--- config.mk ---
export PLATFORM = sky130hd
export DESIGN_NAME = seq_tx_flat
export DESIGN_NICKNAME = d
export VERILOG_FILES = /design/src/rtl/seq_tx_if.sv /design/src/rtl/seq_tx.sv /design/src/flat_wrapper.sv
export SDC_FILE = /design/constraint.sdc
export NUM_CORES = 1
export LEC_CHECK = 0
export BUFFER_PORTS_ARGS = -buffer_cell sky130_fd_sc_hd__buf_2
export CORE_MARGIN = 1.5
export CORE_UTILIZATION = 50
export CTS_CLUSTER_SIZE = 30
export DETAILED_ROUTE_END_ITERATION = 16
export GPL_TIMING_DRIVEN = 0
export PLACE_DENSITY = 0.71
export SYNTH_ARGS = -nofsm -noshare
export SYNTH_HDL_FRONTEND = slang
export SYNTH_SLANG_ARGS = --single-unit
--- constraint.sdc ---
create_clock -name clock -period 3.17 [get_ports clock]
set_input_delay 0.1585 -clock clock [delete_from_list [all_inputs] [get_ports clock]]
set_output_delay 0.1585 -clock clock [all_outputs]
set_load 0.03 [all_outputs]
--- src/rtl/seq_tx_if.sv ---
// ============================================================================
// Module   : seq_tx_if
// Purpose  : Frame-request and serial-output bundle for seq_tx.
// Revision : 1.0  initial release
// ============================================================================
`default_nettype none

interface seq_tx_if #(
  parameter int DATA_W = 8
);
  logic              start;
  logic [DATA_W-1:0] data;
  logic              ready;
  logic              x;
  logic              valid;
  logic              done;

  modport master (
    output start,
    output data,
    input  ready,
    input  x,
    input  valid,
    input  done
  );

  modport slave (
    input  start,
    input  data,
    output ready,
    output x,
    output valid,
    output done
  );
endinterface

`default_nettype wire

--- src/rtl/seq_tx.sv ---
// ============================================================================
// Module   : seq_tx
// Purpose  : Serialises preamble, payload (MSB first) and optional even parity.
// Revision : 1.0  initial release
// ============================================================================
`default_nettype none

module seq_tx #(
  parameter int               DATA_W    = 8,
  parameter int               PRE_W     = 3,
  parameter logic [PRE_W-1:0] PREAMBLE  = 3'b101,
  parameter int               PARITY_EN = 1
) (
  input  logic   clock,
  input  logic   reset,
  seq_tx_if.slave bus
);

  localparam int c_max   = (PRE_W > DATA_W) ? PRE_W : DATA_W;
  localparam int CNT_W   = (c_max > 1) ? $clog2(c_max) : 1;
  localparam int c_ext_w = 2 ** CNT_W;
  // Preamble widened so the counter can index it without a width mismatch.
  localparam logic [c_ext_w-1:0] c_pre_ext = c_ext_w'(PREAMBLE);
  localparam logic c_done_after_pre = (DATA_W == 1) && (PARITY_EN == 0);

  typedef enum logic [1:0] {
    S_IDLE = 2'd0,
    S_PRE  = 2'd1,
    S_DATA = 2'd2,
    S_PAR  = 2'd3
  } state_t;

  state_t            r_state;
  logic [CNT_W-1:0]  r_cnt;
  logic [DATA_W-1:0] r_shreg;
  logic              r_par;
  logic              r_x;
  logic              r_valid;
  logic              r_done;

  logic [DATA_W-1:0] w_shl;
  logic [CNT_W-1:0]  w_cnt_dec;

  assign w_shl     = r_shreg << 1;
  assign w_cnt_dec = r_cnt - CNT_W'(1);

  assign bus.ready = (r_state == S_IDLE);
  assign bus.x     = r_x;
  assign bus.valid = r_valid;
  assign bus.done  = r_done;

  // Outputs are loaded with the value belonging to the state being entered,
  // so x/valid/done are flops yet line up exactly with r_state.
  always_ff @(posedge clock or negedge reset) begin
    if (!reset) begin
      r_state <= S_IDLE;
      r_cnt   <= '0;
      r_shreg <= '0;
      r_par   <= 1'b0;
      r_x     <= 1'b0;
      r_valid <= 1'b0;
      r_done  <= 1'b0;
    end else begin
      case (r_state)
        S_IDLE: begin
          if (bus.start) begin
            r_state <= S_PRE;
            r_cnt   <= CNT_W'(PRE_W - 1);
            r_shreg <= bus.data;
            r_par   <= ^bus.data;
            r_x     <= PREAMBLE[PRE_W-1];
            r_valid <= 1'b1;
            r_done  <= 1'b0;
          end else begin
            r_x     <= 1'b0;
            r_valid <= 1'b0;
            r_done  <= 1'b0;
          end
        end

        S_PRE: begin
          if (r_cnt == '0) begin
            r_state <= S_DATA;
            r_cnt   <= CNT_W'(DATA_W - 1);
            r_x     <= r_shreg[DATA_W-1];
            r_done  <= c_done_after_pre;
          end else begin
            r_cnt   <= w_cnt_dec;
            r_x     <= c_pre_ext[w_cnt_dec];
          end
          r_valid <= 1'b1;
        end

        S_DATA: begin
          if (r_cnt == '0) begin
            if (PARITY_EN != 0) begin
              r_state <= S_PAR;
              r_x     <= r_par;
              r_valid <= 1'b1;
              r_done  <= 1'b1;
            end else begin
              r_state <= S_IDLE;
              r_x     <= 1'b0;
              r_valid <= 1'b0;
              r_done  <= 1'b0;
            end
          end else begin
            r_cnt   <= w_cnt_dec;
            r_shreg <= w_shl;
            r_x     <= w_shl[DATA_W-1];
            r_valid <= 1'b1;
            r_done  <= (PARITY_EN == 0) && (r_cnt == CNT_W'(1));
          end
        end

        default: begin
          r_state <= S_IDLE;
          r_x     <= 1'b0;
          r_valid <= 1'b0;
          r_done  <= 1'b0;
        end
      endcase
    end
  end

endmodule

`default_nettype wire

--- src/flat_wrapper.sv ---
// flat-port wrapper written by rule: the top's interface ports become plain ports
module seq_tx_flat 
#(
  parameter int               DATA_W    = 8,
  parameter int               PRE_W     = 3,
  parameter logic [PRE_W-1:0] PREAMBLE  = 3'b101,
  parameter int               PARITY_EN = 1
)
  (clock, reset, bus_start, bus_data, bus_ready, bus_x, bus_valid, bus_done);
  seq_tx_if #(.DATA_W(DATA_W)) bus_i ();
  input  logic clock;
  input  logic reset;
  input wire logic [$bits(bus_i.start)-1:0] bus_start;
  input wire logic [$bits(bus_i.data)-1:0] bus_data;
  output wire logic [$bits(bus_i.ready)-1:0] bus_ready;
  output wire logic [$bits(bus_i.x)-1:0] bus_x;
  output wire logic [$bits(bus_i.valid)-1:0] bus_valid;
  output wire logic [$bits(bus_i.done)-1:0] bus_done;
  assign bus_i.start = bus_start;
  assign bus_i.data = bus_data;
  assign bus_ready = bus_i.ready;
  assign bus_x = bus_i.x;
  assign bus_valid = bus_i.valid;
  assign bus_done = bus_i.done;
  seq_tx #(.DATA_W(DATA_W), .PRE_W(PRE_W), .PREAMBLE(PREAMBLE), .PARITY_EN(PARITY_EN)) u_core (.clock(clock), .reset(reset), .bus(bus_i));
endmodule
======== Yosys cells after proc, flatten, opt, wreduce, memory -nomap -nowiden ========
Memories as Yosys holds them, arrays and structs flattened.
Index checks and enable logic that the tools add are counted.
storage, ports and cells
  register bits ........................... 17
  ROM bits ................................ 8
  logic and storage cells ................. 46
  memories ................................ 1
cells by class
  add/sub/neg operators ................... 1
  $lt $le $gt $ge ......................... 1
  eq/ne operators ......................... 6
  multiplexer cells ....................... 20
  reduce and logical (&&, ||, !) cells .... 10
memory list
  memory           depth  width  rd ports  clocked after memory_dff  wr ports  line          text
  (no name shown)  8      1      1         0                         0         seq_tx.sv:89  r_x <= c_pre_ext[w_cnt_dec];
operator list
  operator                                                               count
  8-bit two-way mux                                                      2
  8-bit case mux with 2 select lines                                     1
  3-bit two-way mux                                                      3
  3-bit case mux with 3 select lines                                     1
  3-bit AND reduction                                                    3
  8-bit XOR reduction                                                    1
  1-bit two-way mux                                                      6
  2-bit two-way mux                                                      3
  2-bit case mux with 3 select lines                                     1
  3-bit by 4-bit < comparator with 1-bit output (second input constant)  1
  2-bit by 1-bit != test with 1-bit output (second input constant)       2
  2-bit != test (second input constant)                                  2
  1-bit case mux with 2 select lines                                     2
  3-bit zero test                                                        1
  1-bit case mux with 3 select lines                                     1
  3-bit nonzero test                                                     1
  3-bit by 1-bit subtractor with 3-bit output (second input constant)    1
  2-bit by 1-bit == test with 1-bit output (second input constant)       1
  2-bit == test (second input constant)                                  1
  2-bit zero test                                                        1
  2-bit AND reduction                                                    1
  2-bit nonzero test                                                     1
  2-bit OR reduction                                                     1

======== Depth between registers and ports, before layout ========
Gate-level depths: netlist (run 1).
  depth after elaboration ................. 5
  gate-level depth with buffers ........... 8
  gate-level depth less buffers ........... 6

======== Worst setup path before layout (run 1) ========
No wires, ideal clock.
  path kind ............................... flip-flop to flip-flop
  start ................................... reg u_core.r_state[0]
  end ..................................... reg u_core.r_cnt[0]
  library setup time ...................... 125 ps
  arrival ................................. 1701 ps
  setup slack ............................. 1344 ps
  stages on the path, launching flop included .. 6
  path buffers ............................ 0
  clock period less this slack ............ 1826 ps
  cells stage by stage .................... dfrtp_1 -> inv_1 -> ha_1 -> and2b_1 -> a211oi_4 -> mux2_2
between the ends
  longest elaborated chain between the ends .. 3
RTL lines
  element                                                               line                text
  from (decl)                                                           seq_tx.sv:33        state_t r_state;
  from (signal assigned)                                                seq_tx.sv:56        r_state <= S_IDLE;
  from (signal assigned)                                                seq_tx.sv:67        r_state <= S_PRE;
  from (signal assigned)                                                seq_tx.sv:83        r_state <= S_DATA;
  2-bit zero test (*)                                                   --
  net bus_ready                                                         flat_wrapper.sv:15  output wire logic [$bits(bus_i.ready)-1:0] bus_ready;
  2-bit != test (no line) / 3-bit nonzero test (equally long branches)  --
  3-bit AND reduction (no line)                                         --
  to (signal assigned)                                                  seq_tx.sv:68        r_cnt <= CNT_W'(PRE_W - 1);
  to (signal assigned)                                                  seq_tx.sv:84        r_cnt <= CNT_W'(DATA_W - 1);
  to (signal assigned)                                                  seq_tx.sv:88        r_cnt <= w_cnt_dec;
  to (decl)                                                             seq_tx.sv:34        logic [CNT_W-1:0] r_cnt;
Mark *: on every way through the listed nets, which the timed path passes. The rest lies on a longest branch.
A chain may end at the register's enable or synchronous reset.

======== Final worst setup path (run 1) ========
  start ................................... reg u_core.r_state[0]
  end ..................................... reg u_core.r_cnt[0]
between the ends
  longest elaborated chain between the ends .. 3
RTL lines
  element                                                               line          text
  2-bit == test (tied with other cells)                                 seq_tx.sv:64  case (r_state)
  2-bit != test (no line) / 3-bit nonzero test (equally long branches)  --
  3-bit AND reduction (no line)                                         --
Parallel ways exist; a longest one is shown, timed or not.

==> results.json, run 1 <==
{
  "status": "finished clean",
  "syn-num-nets": 116,
  "critPathMaxFanout": 6,
  "fillers": 187,
  "cap_violations": 0,
  "post-cts-setup-buffers": 0,
  "antenna_found_initial": 0,
  "syn_inst": 99,
  "async_flop_share_pct": 100,
  "grt_pass1_vias": 655,
  "ioPinCount": 15,
  "drt-initial-drc-count": 4,
  "numClockSinks": 17,
  "htreeDepth": 1,
  "ctsHoldBuffers": 1,
  "cp-end-kind": "register",
  "synthTopCellsByCount": "17 x dfrtp_1, 11 x nor2_1, 10 x a21oi_1",
  "syn_to_final_growth_pct": 14.0,
  "synth-edff-count": 0,
  "diodes": 0,
  "hp-class": "in2reg",
  "synth_cell_types": 24,
  "clk_latency_ns": 0.30,
  "max-clock-path-buffers": 2,
  "fp.coreArea_sq_um": 1920,
  "nNetsFinal": 136,
  "p_per_area_nw_per_um2": 1100,
  "vias": 741,
  "ys_dominant_reg_cell": "dfrtp_1",
  "die_w_microns": 47.8,
  "dpl.hpwl_microns": 1370,
  "yosys_warnings": 0,
  "ir_worst_vdd_v": 0.000565,
  "hold_path_depth": 3,
  "yosysMostFrequentCell": "dfrtp_1",
  "cts_tree": "done",
  "overflow": 0,
  "avgSynthCellArea_sq_um": 10.1,
  "port_buffers": 14,
  "rsz0062_at_grt": "false",
  "synth_seq_area_share_pct": 42.4,
  "fmax_mhz": 541,
  "design_area_sq_um": 1140,
  "initial_core_util_pct": 52.1,
  "place_congestion": 0.764,
  "skew_ns": 0.0119,
  "p_leak_nw": 0.523,
  "setup_tns_ns": 0,
  "crit_required_ns": 3.35,
  "worstMarginPinSlew_ns": 0.405,
  "whs_ns": 0.138,
  "cts_root_buf": "clkbuf_4",
  "placed_area_sq_um": 1110,
  "synth_area_leaders": "dfrtp_1 42%, ha_1 7.5%, mux2i_1 7.0%",
  "track_usage_pct": 17.7,
  "fin_crit_sh_pct": 58.3,
  "yosys.area.top_type_share_pct": 42.4,
  "grt_pass1_wl_microns": 2730,
  "cts_made_buffers": 3,
  "syn_area_sq_um": 1000,
  "first_pass_iters": 3,
  "r2r_cells": 5,
  "fin_crit_ns": 1.85,
  "worst_slew_margin_rel_pct": 72.9,
  "crit_type": "reg2reg",
  "arrival_ns": 2.03,
  "die_area_sq_um": 2280,
  "start_kind": "register",
  "rows": 16,
  "drc_errors": 0,
  "synth_top_cell_by_area": "dfrtp_1",
  "post_cts_resized": 0,
  "drive_gt1_share_pct": 23.7,
  "die_h_microns": 47.8,
  "clk_pin_slew_ns": 0.10,
  "drt_wl_total_microns": 1830,
  "drv_slew": 0,
  "grt_max_degree": 18,
  "wl_per_cell_microns": 12.6,
  "hold_viol_final": 0,
  "setup_viol": 0,
  "synth-seq-cells": 17,
  "drtAntennaViolNets": 0,
  "viasPerCell": 5.11
}
[placed cells by master, fill, tap and decap left out]
master          n
a211oi_1        1
clkbuf_4        3
nor2_1         11
buf_6           1
mux2_2          3
a21o_1          2
xnor2_1         7
nor2b_1         1
buf_4           1
and2b_1         1
a21oi_2         2
nand2_1         8
mux2i_1         7
nor2_2          1
buf_2          15
nand2b_1        2
o22a_1          1
nand3b_1        2
dlygate4sd3_1   1
ha_1            6
o21ai_0         6
inv_1           5
a31oi_1         1
a21oi_1        10
clkbuf_1        1
dfrtp_1        17
a211oi_4        2
[kinds of logic after synthesis]
kind of cell	Yosys count	synth area share (%)
flip-flops	17	42.4
multiplexers	10	10.4
adder cells (fa/ha/maj)	6	7.49
AO/OA/AOI/OAI	25	17.5
AND/OR/NAND/NOR	26	11.9
XOR/XNOR	7	6.12
buffers and inverters	8	4.24
[flip-flops by register name, summed over array words and instances (netlist names)]
register / count
u_core.bus.valid: 1
u_core.bus.x: 1
u_core.r_state: 2
u_core.r_cnt: 3
u_core.bus.done: 1
u_core.r_par: 1
u_core.r_shreg: 8
[metrics by stage]
step                setup slack, ns  cells  utilization (%)  power, W
CTS                            1.32    145             59.4   0.00127
detailed placement             1.34    140             57.6   0.00115
global placement               1.38    140             57.6   0.00112
floorplan                      1.34     99                -  0.000994
finish                         1.32    145             59.4   0.00126
global route                   1.23    145             59.4   0.00137
[where the power goes]
group / switching, W / total [W] / internal [W]
Combinational: 0.000432 / 0.000757 / 0.000325
Sequential: 0.0000583 / 0.000382 / 0.000324
Clock: 0.0000696 / 0.000119 / 0.0000490
Total: 0.000560 / 0.00126 / 0.000698
[worst max-delay path: stages (launching register included)]
cell and delay [ns]:
dfrtp_1 0.41, inv_1 0.08, ha_1 0.26, and2b_1 0.26, a211oi_4 0.34, mux2_2 0.37
[worst paths after layout]
| kind | endpoint | start | slack [ns] |
|---|---|---|---|
| min in group asynchronous | u_core.r_shreg[2]$_DFFE_PN0P_ | reset | 0.30 |
| hold reg to reg | u_core.r_par$_DFFE_PN0P_ | u_core.r_par$_DFFE_PN0P_ | 0.50 |
| setup reg to reg | u_core.r_cnt[0]$_DFFE_PN0P_ | u_core.r_state[0]$_DFFE_PN0P_ | 1.32 |
| max in group asynchronous | u_core.r_par$_DFFE_PN0P_ | reset | 2.58 |
| hold / removal | u_core.bus.valid$_DFF_PN0_ | bus_start | 0.14 |
| setup / recovery | u_core.r_cnt[0]$_DFFE_PN0P_ | u_core.r_state[0]$_DFFE_PN0P_ | 1.32 |
[routing by layer]
| layer | track usage [%] | up-vias | routed length (microns) |
|---|---|---|---|
| met4 | 9.73 | 0 | 40 |
| met1 | 20.5 | 349 | 836 |
| met2 | 31.2 | 12 | 913 |
| met5 | 0 | - | 0 |
| li1 | - | 375 | - |
| met3 | 2.26 | 5 | 41 |
[area by class of cell]
| cell class | count | area (sq um) | area share [%] |
|---|---|---|---|
| Buffer | 3 | 23.8 | 2.08 |
| Clock buffer | 4 | 26.3 | 2.30 |
| Inverter | 5 | 18.8 | 1.64 |
| Multi-Input combinational cell | 74 | 534 | 46.8 |
| Sequential cell | 17 | 425 | 37.2 |
| Tap cell | 27 | 33.8 | 2.96 |
| Timing Repair Buffer | 15 | 80.1 | 7.01 |
No activity file was read; power rests on OpenSTA's default activity.
==> run 2: changes to the inputs <==
==> constraint.sdc (replaced) <==
create_clock -name clock -period 1.87 [get_ports clock]
set_input_delay 0.0935 -clock clock [delete_from_list [all_inputs] [get_ports clock]]
set_output_delay 0.0935 -clock clock [all_outputs]
set_load 0.03 [all_outputs]
==> run 2 against run 1 <==
Against the previous run: core utilization up 0.91 points; fmax up 4.8%; first-iteration DRC count up 130%; combinational power up 77%; global-route usage unchanged; largest cell class unchanged; die area unchanged; total power up 74%; design area up 1.5%; via count up 2.7%.
==> results.json, run 2 (synthesized netlist as in run 1, its figures left out) <==
{
  "status": "finished clean",
  "drtAntennaViolNets": 0,
  "setup_viol": 0,
  "arrival_ns": 1.99,
  "port_buffers": 14,
  "grt_max_degree": 18,
  "place_congestion": 0.764,
  "die_w_microns": 47.8,
  "clk_latency_ns": 0.30,
  "antenna_found_initial": 0,
  "rows": 16,
  "drt_wl_total_microns": 1850,
  "ff_latch_area_sq_um": 425,
  "worst_slew_margin_rel_pct": 74.0,
  "start_kind": "register",
  "cts_made_buffers": 3,
  "drc_errors": 0,
  "max-clock-path-buffers": 2,
  "numClockSinks": 17,
  "hold_viol_final": 0,
  "final_cell_mix": "17 x dfrtp_1, 15 x buf_2, 11 x nor2_1",
  "viasPerCell": 5.18,
  "cp-end-kind": "register",
  "top_register": "u_core.r_shreg",
  "top_regs": "u_core.r_shreg (8), u_core.r_cnt (3), u_core.r_state (2)",
  "vias": 761,
  "ioPinCount": 15,
  "clk_pin_slew_ns": 0.11,
  "drt-initial-drc-count": 9,
  "die_area_sq_um": 2280,
  "fin_crit_sh_pct": 94.4,
  "dpl.hpwl_microns": 1370,
  "skew_ns": 0.0112,
  "ir_worst_vdd_v": 0.000955,
  "p_per_area_nw_per_um2": 1890,
  "grt_pass1_wl_microns": 2730,
  "track_usage_pct": 17.7,
  "cap_violations": 0,
  "fin_crit_ns": 1.77,
  "fillers": 188,
  "largest_reg_flops": 8,
  "crit_required_ns": 2.09,
  "cts_tree": "done",
  "diodes": 0,
  "die_h_microns": 47.8,
  "setup_tns_ns": 0,
  "hp-class": "in2reg",
  "crit_type": "reg2reg",
  "totalPowerFinal_w": 0.00219,
  "final_common_cell": "dfrtp_1",
  "syn_to_final_growth_pct": 15.7,
  "grt_pass1_vias": 655,
  "wl_per_cell_microns": 12.6,
  "whs_ns": 0.0762,
  "nNetsFinal": 138,
  "drive_gt1_share_pct": 25.8,
  "drv_slew": 0,
  "first_pass_iters": 4,
  "rsz0062_at_grt": "false",
  "p_leak_nw": 0.531,
  "fmax_mhz": 567,
  "htreeDepth": 1,
  "multi_input_area_sq_um": 537,
  "worstMarginPinSlew_ns": 0.389,
  "critPathMaxFanout": 10,
  "overflow": 0,
  "cts_root_buf": "clkbuf_4",
  "initial_core_util_pct": 52.1,
  "fp.coreArea_sq_um": 1920
}
[run 2: cell types whose count changed in the layout (fill, tap and decap cells not counted), sizes merged]
cell / delta
buf: +2
[run 2: repair_timing]
| action | in CTS | in global routing |
|---|---|---|
| setup endpoints to repair | 0 | 9 |
| hold buffers | 1 | 0 |
| gates resized for setup | 0 | 1 |
| hold endpoints to repair | 17 | 0 |
| buffers inserted | 0 | 2 |
[run 2: routing by layer]
layer  vias to the layer above  GRT usage [%]  share of wire [%]  wire length (microns)
met1                       361           20.5                 44                    820
met2                        19           31.2                 51                    952
li1                        377              -                  -                      -
met5                         -              0                  0                      0
met3                         4           2.26                2.9                     53
met4                         0           9.73                1.4                     26
[run 2: critical path, cell delays in order (launching register included)]
cell      delay [ns]
dfrtp_1         0.41
inv_1           0.08
ha_1            0.27
and2b_1         0.26
a211oi_4        0.32
buf_6           0.20
nor2_1          0.05
a21oi_2         0.10
[run 2: path summary, 6_finish.rpt]
path / startpoint / endpoint / slack, ns / cells past startpoint
setup / recovery: u_core.r_state[0]$_DFFE_PN0P_ / u_core.r_shreg[7]$_DFFE_PN0P_ / 0.10 / 7
hold / removal: bus_start / u_core.bus.valid$_DFF_PN0_ / 0.08 / 3
setup reg to reg: u_core.r_state[0]$_DFFE_PN0P_ / u_core.r_shreg[7]$_DFFE_PN0P_ / 0.10 / 7
hold reg to reg: u_core.r_par$_DFFE_PN0P_ / u_core.r_par$_DFFE_PN0P_ / 0.51 / 2
max in group asynchronous: reset / u_core.r_cnt[0]$_DFFE_PN0P_ / 1.35 / 2
min in group asynchronous: reset / u_core.r_shreg[2]$_DFFE_PN0P_ / 0.24 / 2
[run 2: per-stage QoR]
stage | cell area [sq um] | worst slack, ns | cells | util (%)
floorplan | 1000 | 0.0439 | 99 | -
global placement | 1110 | 0.0782 | 140 | 57.6
detailed placement | 1110 | 0.0416 | 140 | 57.6
CTS | 1140 | 0.0191 | 145 | 59.4
global route | 1160 | 0.000661 | 147 | 60.4
finish | 1160 | 0.105 | 147 | 60.4
[run 2: layout make-up]
type	count	share of cell area, %
multi-input cells	74	46.3
flip-flops and latches	17	36.7
repair buffers	17	8.20
well taps	27	2.91
clock buffers	4	2.27
plain buffers	3	2.05
inverters	5	1.62
[run 2: report_power, final]
part           total, W  switching (W)  internal [W]
clock network  0.000201       0.000118     0.0000831
registers      0.000646      0.0000978      0.000548
logic           0.00134       0.000745      0.000596
total           0.00219       0.000961       0.00123
==> run 3: changes to the inputs <==
--- a/config.mk
+++ b/config.mk
@@ -10,7 +10,6 @@
 export CORE_UTILIZATION = 50
 export CTS_CLUSTER_SIZE = 30
 export DETAILED_ROUTE_END_ITERATION = 16
-export GPL_TIMING_DRIVEN = 0
 export PLACE_DENSITY = 0.71
 export SYNTH_ARGS = -nofsm -noshare
 export SYNTH_HDL_FRONTEND = slang
==> run 3 against run 2 <==
Against the previous run: non-clock buffer count decreased by 1; clock skew decreased by 0.010 ns; worst setup slack improved by 0.017 ns; flip-flop and latch count unchanged; clock power about the same; critical path type unchanged.
==> results.json, run 3 (synthesized netlist as in run 1, its figures left out) <==
{
  "status": "finished clean",
  "cp_slowest_cell": "dfrtp_1",
  "final_common_cell": "dfrtp_1",
  "htreeDepth": 1,
  "top_regs": "u_core.r_shreg (8), u_core.r_cnt (3), u_core.r_state (2)",
  "largest_reg_flops": 8,
  "drt_wl_total_microns": 1790,
  "final_cell_mix": "17 x dfrtp_1, 14 x buf_2, 11 x nor2_1",
  "cts_made_buffers": 3,
  "cap_violations": 0,
  "port_buffers": 14,
  "drive_gt1_share_pct": 24.4,
  "post_cts_resized": 0,
  "fin_crit_ns": 1.75,
  "hold_viol_final": 0,
  "arrival_ns": 1.93,
  "worstMarginPinSlew_ns": 0.436,
  "placed_area_sq_um": 1120,
  "nNetsFinal": 137,
  "crit_chain": "inv_1 -> ha_1 -> nor2b_1 -> buf_4 -> a211oi_4 -> mux2_2",
  "drv_slew": 0,
  "vias": 725,
  "r2r_cells": 6,
  "grt_max_degree": 18,
  "totalPowerFinal_w": 0.00219,
  "use_met3_pct": 4.53,
  "fmax_mhz": 572,
  "rows": 16,
  "reg2reg_to": "u_core.r_cnt[0]$_DFFE_PN0P_",
  "r2r_slack_ns": 0.12,
  "p_leak_nw": 0.532,
  "antenna_found_initial": 0,
  "rr_startpoint": "u_core.r_cnt[0]$_DFFE_PN0P_",
  "die_w_microns": 47.8,
  "crit_type": "reg2reg",
  "dpl.hpwl_microns": 1320,
  "path_buf_inv": 2,
  "max-clock-path-buffers": 2,
  "grt_pass1_wl_microns": 2890,
  "overflow": 0,
  "fp.coreArea_sq_um": 1920,
  "drtAntennaViolNets": 0,
  "clk_latency_ns": 0.29,
  "track_usage_pct": 19.0,
  "setup_tns_ns": 0,
  "cp-end-kind": "register",
  "ioPinCount": 15,
  "viasPerCell": 4.97,
  "pre_cts_slack_ns": 0.112,
  "first_pass_iters": 4,
  "crit_family": "flip-flops",
  "initial_core_util_pct": 52.1,
  "hold_path_depth": 3,
  "clk_pin_slew_ns": 0.10,
  "numClockSinks": 17,
  "hp-class": "in2reg",
  "max_stage_delay_ns": 0.38,
  "syn_to_final_growth_pct": 15.9,
  "skew_ns": 0.000805,
  "cts_tree": "done",
  "final_util_pct": 60.4,
  "cts_root_buf": "clkbuf_4",
  "p_per_area_nw_per_um2": 1880,
  "setup_viol": 0,
  "rsz0062_at_grt": "false",
  "gr-max-usage-layer": "met2",
  "hold_end": "u_core.r_shreg[0]$_DFFE_PN0P_",
  "worst_slew_margin_rel_pct": 71.0,
  "start_kind": "register",
  "ir_worst_vdd_v": 0.00107,
  "die_h_microns": 47.8,
  "wl_per_cell_microns": 12.3,
  "hold_start": "bus_data[0]",
  "met2_usage_pct": 30.4,
  "top_register": "u_core.r_shreg",
  "design_area_sq_um": 1160,
  "drt-initial-drc-count": 11,
  "place_congestion": 0.851,
  "critPathMaxFanout": 7,
  "crit_required_ns": 2.05,
  "drc_errors": 0,
  "fin_crit_sh_pct": 93.5,
  "met1_usage_pct": 24.6,
  "diodes": 0,
  "die_area_sq_um": 2280,
  "setup_slack_ns": 0.122,
  "grt_pass1_vias": 663
}
[run 3: changes by cell type in the layout (fill, tap and decap cells not counted), sizes merged]
cell | previous run | this run
buf | 19 | 18
[run 3: metal layers]
metal / routed length (microns) / up-vias
li1: - / 375
met3: 48 / 2
met2: 890 / 11
met4: 17 / 0
met1: 835 / 337
met5: 0 / -
[run 3: final cells by class]
class,instances,area (sq um)
Tap cell,27,33.8
Timing Repair Buffer,19,123
Clock buffer,4,26.3
Sequential cell,17,425
Fill cell,190,761
Multi-Input combinational cell,74,534
Inverter,5,18.8
[run 3: worst max-delay path by stage]
| stage | from | endpoint | slack [ns] | depth (start not counted) |
|---|---|---|---|---|
| 2_1_floorplan | u_core.r_state[0]$_DFFE_PN0P_ | u_core.r_cnt[0]$_DFFE_PN0P_ | 0.04 | 5 |
| 3_3_place_gp | u_core.r_cnt[0]$_DFFE_PN0P_ | u_core.r_cnt[0]$_DFFE_PN0P_ | 0.15 | 6 |
| 3_5_place_dp | u_core.r_cnt[0]$_DFFE_PN0P_ | u_core.r_cnt[0]$_DFFE_PN0P_ | 0.11 | 6 |
| 4_1_cts | u_core.r_cnt[0]$_DFFE_PN0P_ | u_core.r_cnt[0]$_DFFE_PN0P_ | 0.1 | 6 |
| 5_1_grt | u_core.r_state[0]$_DFFE_PN0P_ | u_core.r_shreg[0]$_DFFE_PN0P_ | 0.003 | 7 |
| 6_report | u_core.r_cnt[0]$_DFFE_PN0P_ | u_core.r_cnt[0]$_DFFE_PN0P_ | 0.12 | 6 |
[run 3: what timing repair did]
item | in CTS | in global routing
endpoints found under the setup margin | 0 | 1
hold endpoints to repair | 17 | 0
buffers inserted | 0 | 0
hold buffers | 1 | 0
[run 3: tightest hold or removal path, stage by stage]
cell,delay [ns]
buf_2,0.09
nand3b_1,0.07
o21ai_0,0.07
[run 3: metrics by stage]
step	instances	hold WS, ns
2_1_floorplan	99	-0.202
4_1_cts	146	0.0631
3_5_place_dp	141	0.0423
3_3_place_gp	141	0.0397
6_report	146	0.0691
5_1_grt	146	0.0899
[run 3: report_power, final]
group / switching, W / total (W) / internal [W]
clock network: 0.000115 / 0.000198 / 0.0000828
registers: 0.0000965 / 0.000645 / 0.000549
logic: 0.000737 / 0.00134 / 0.000606
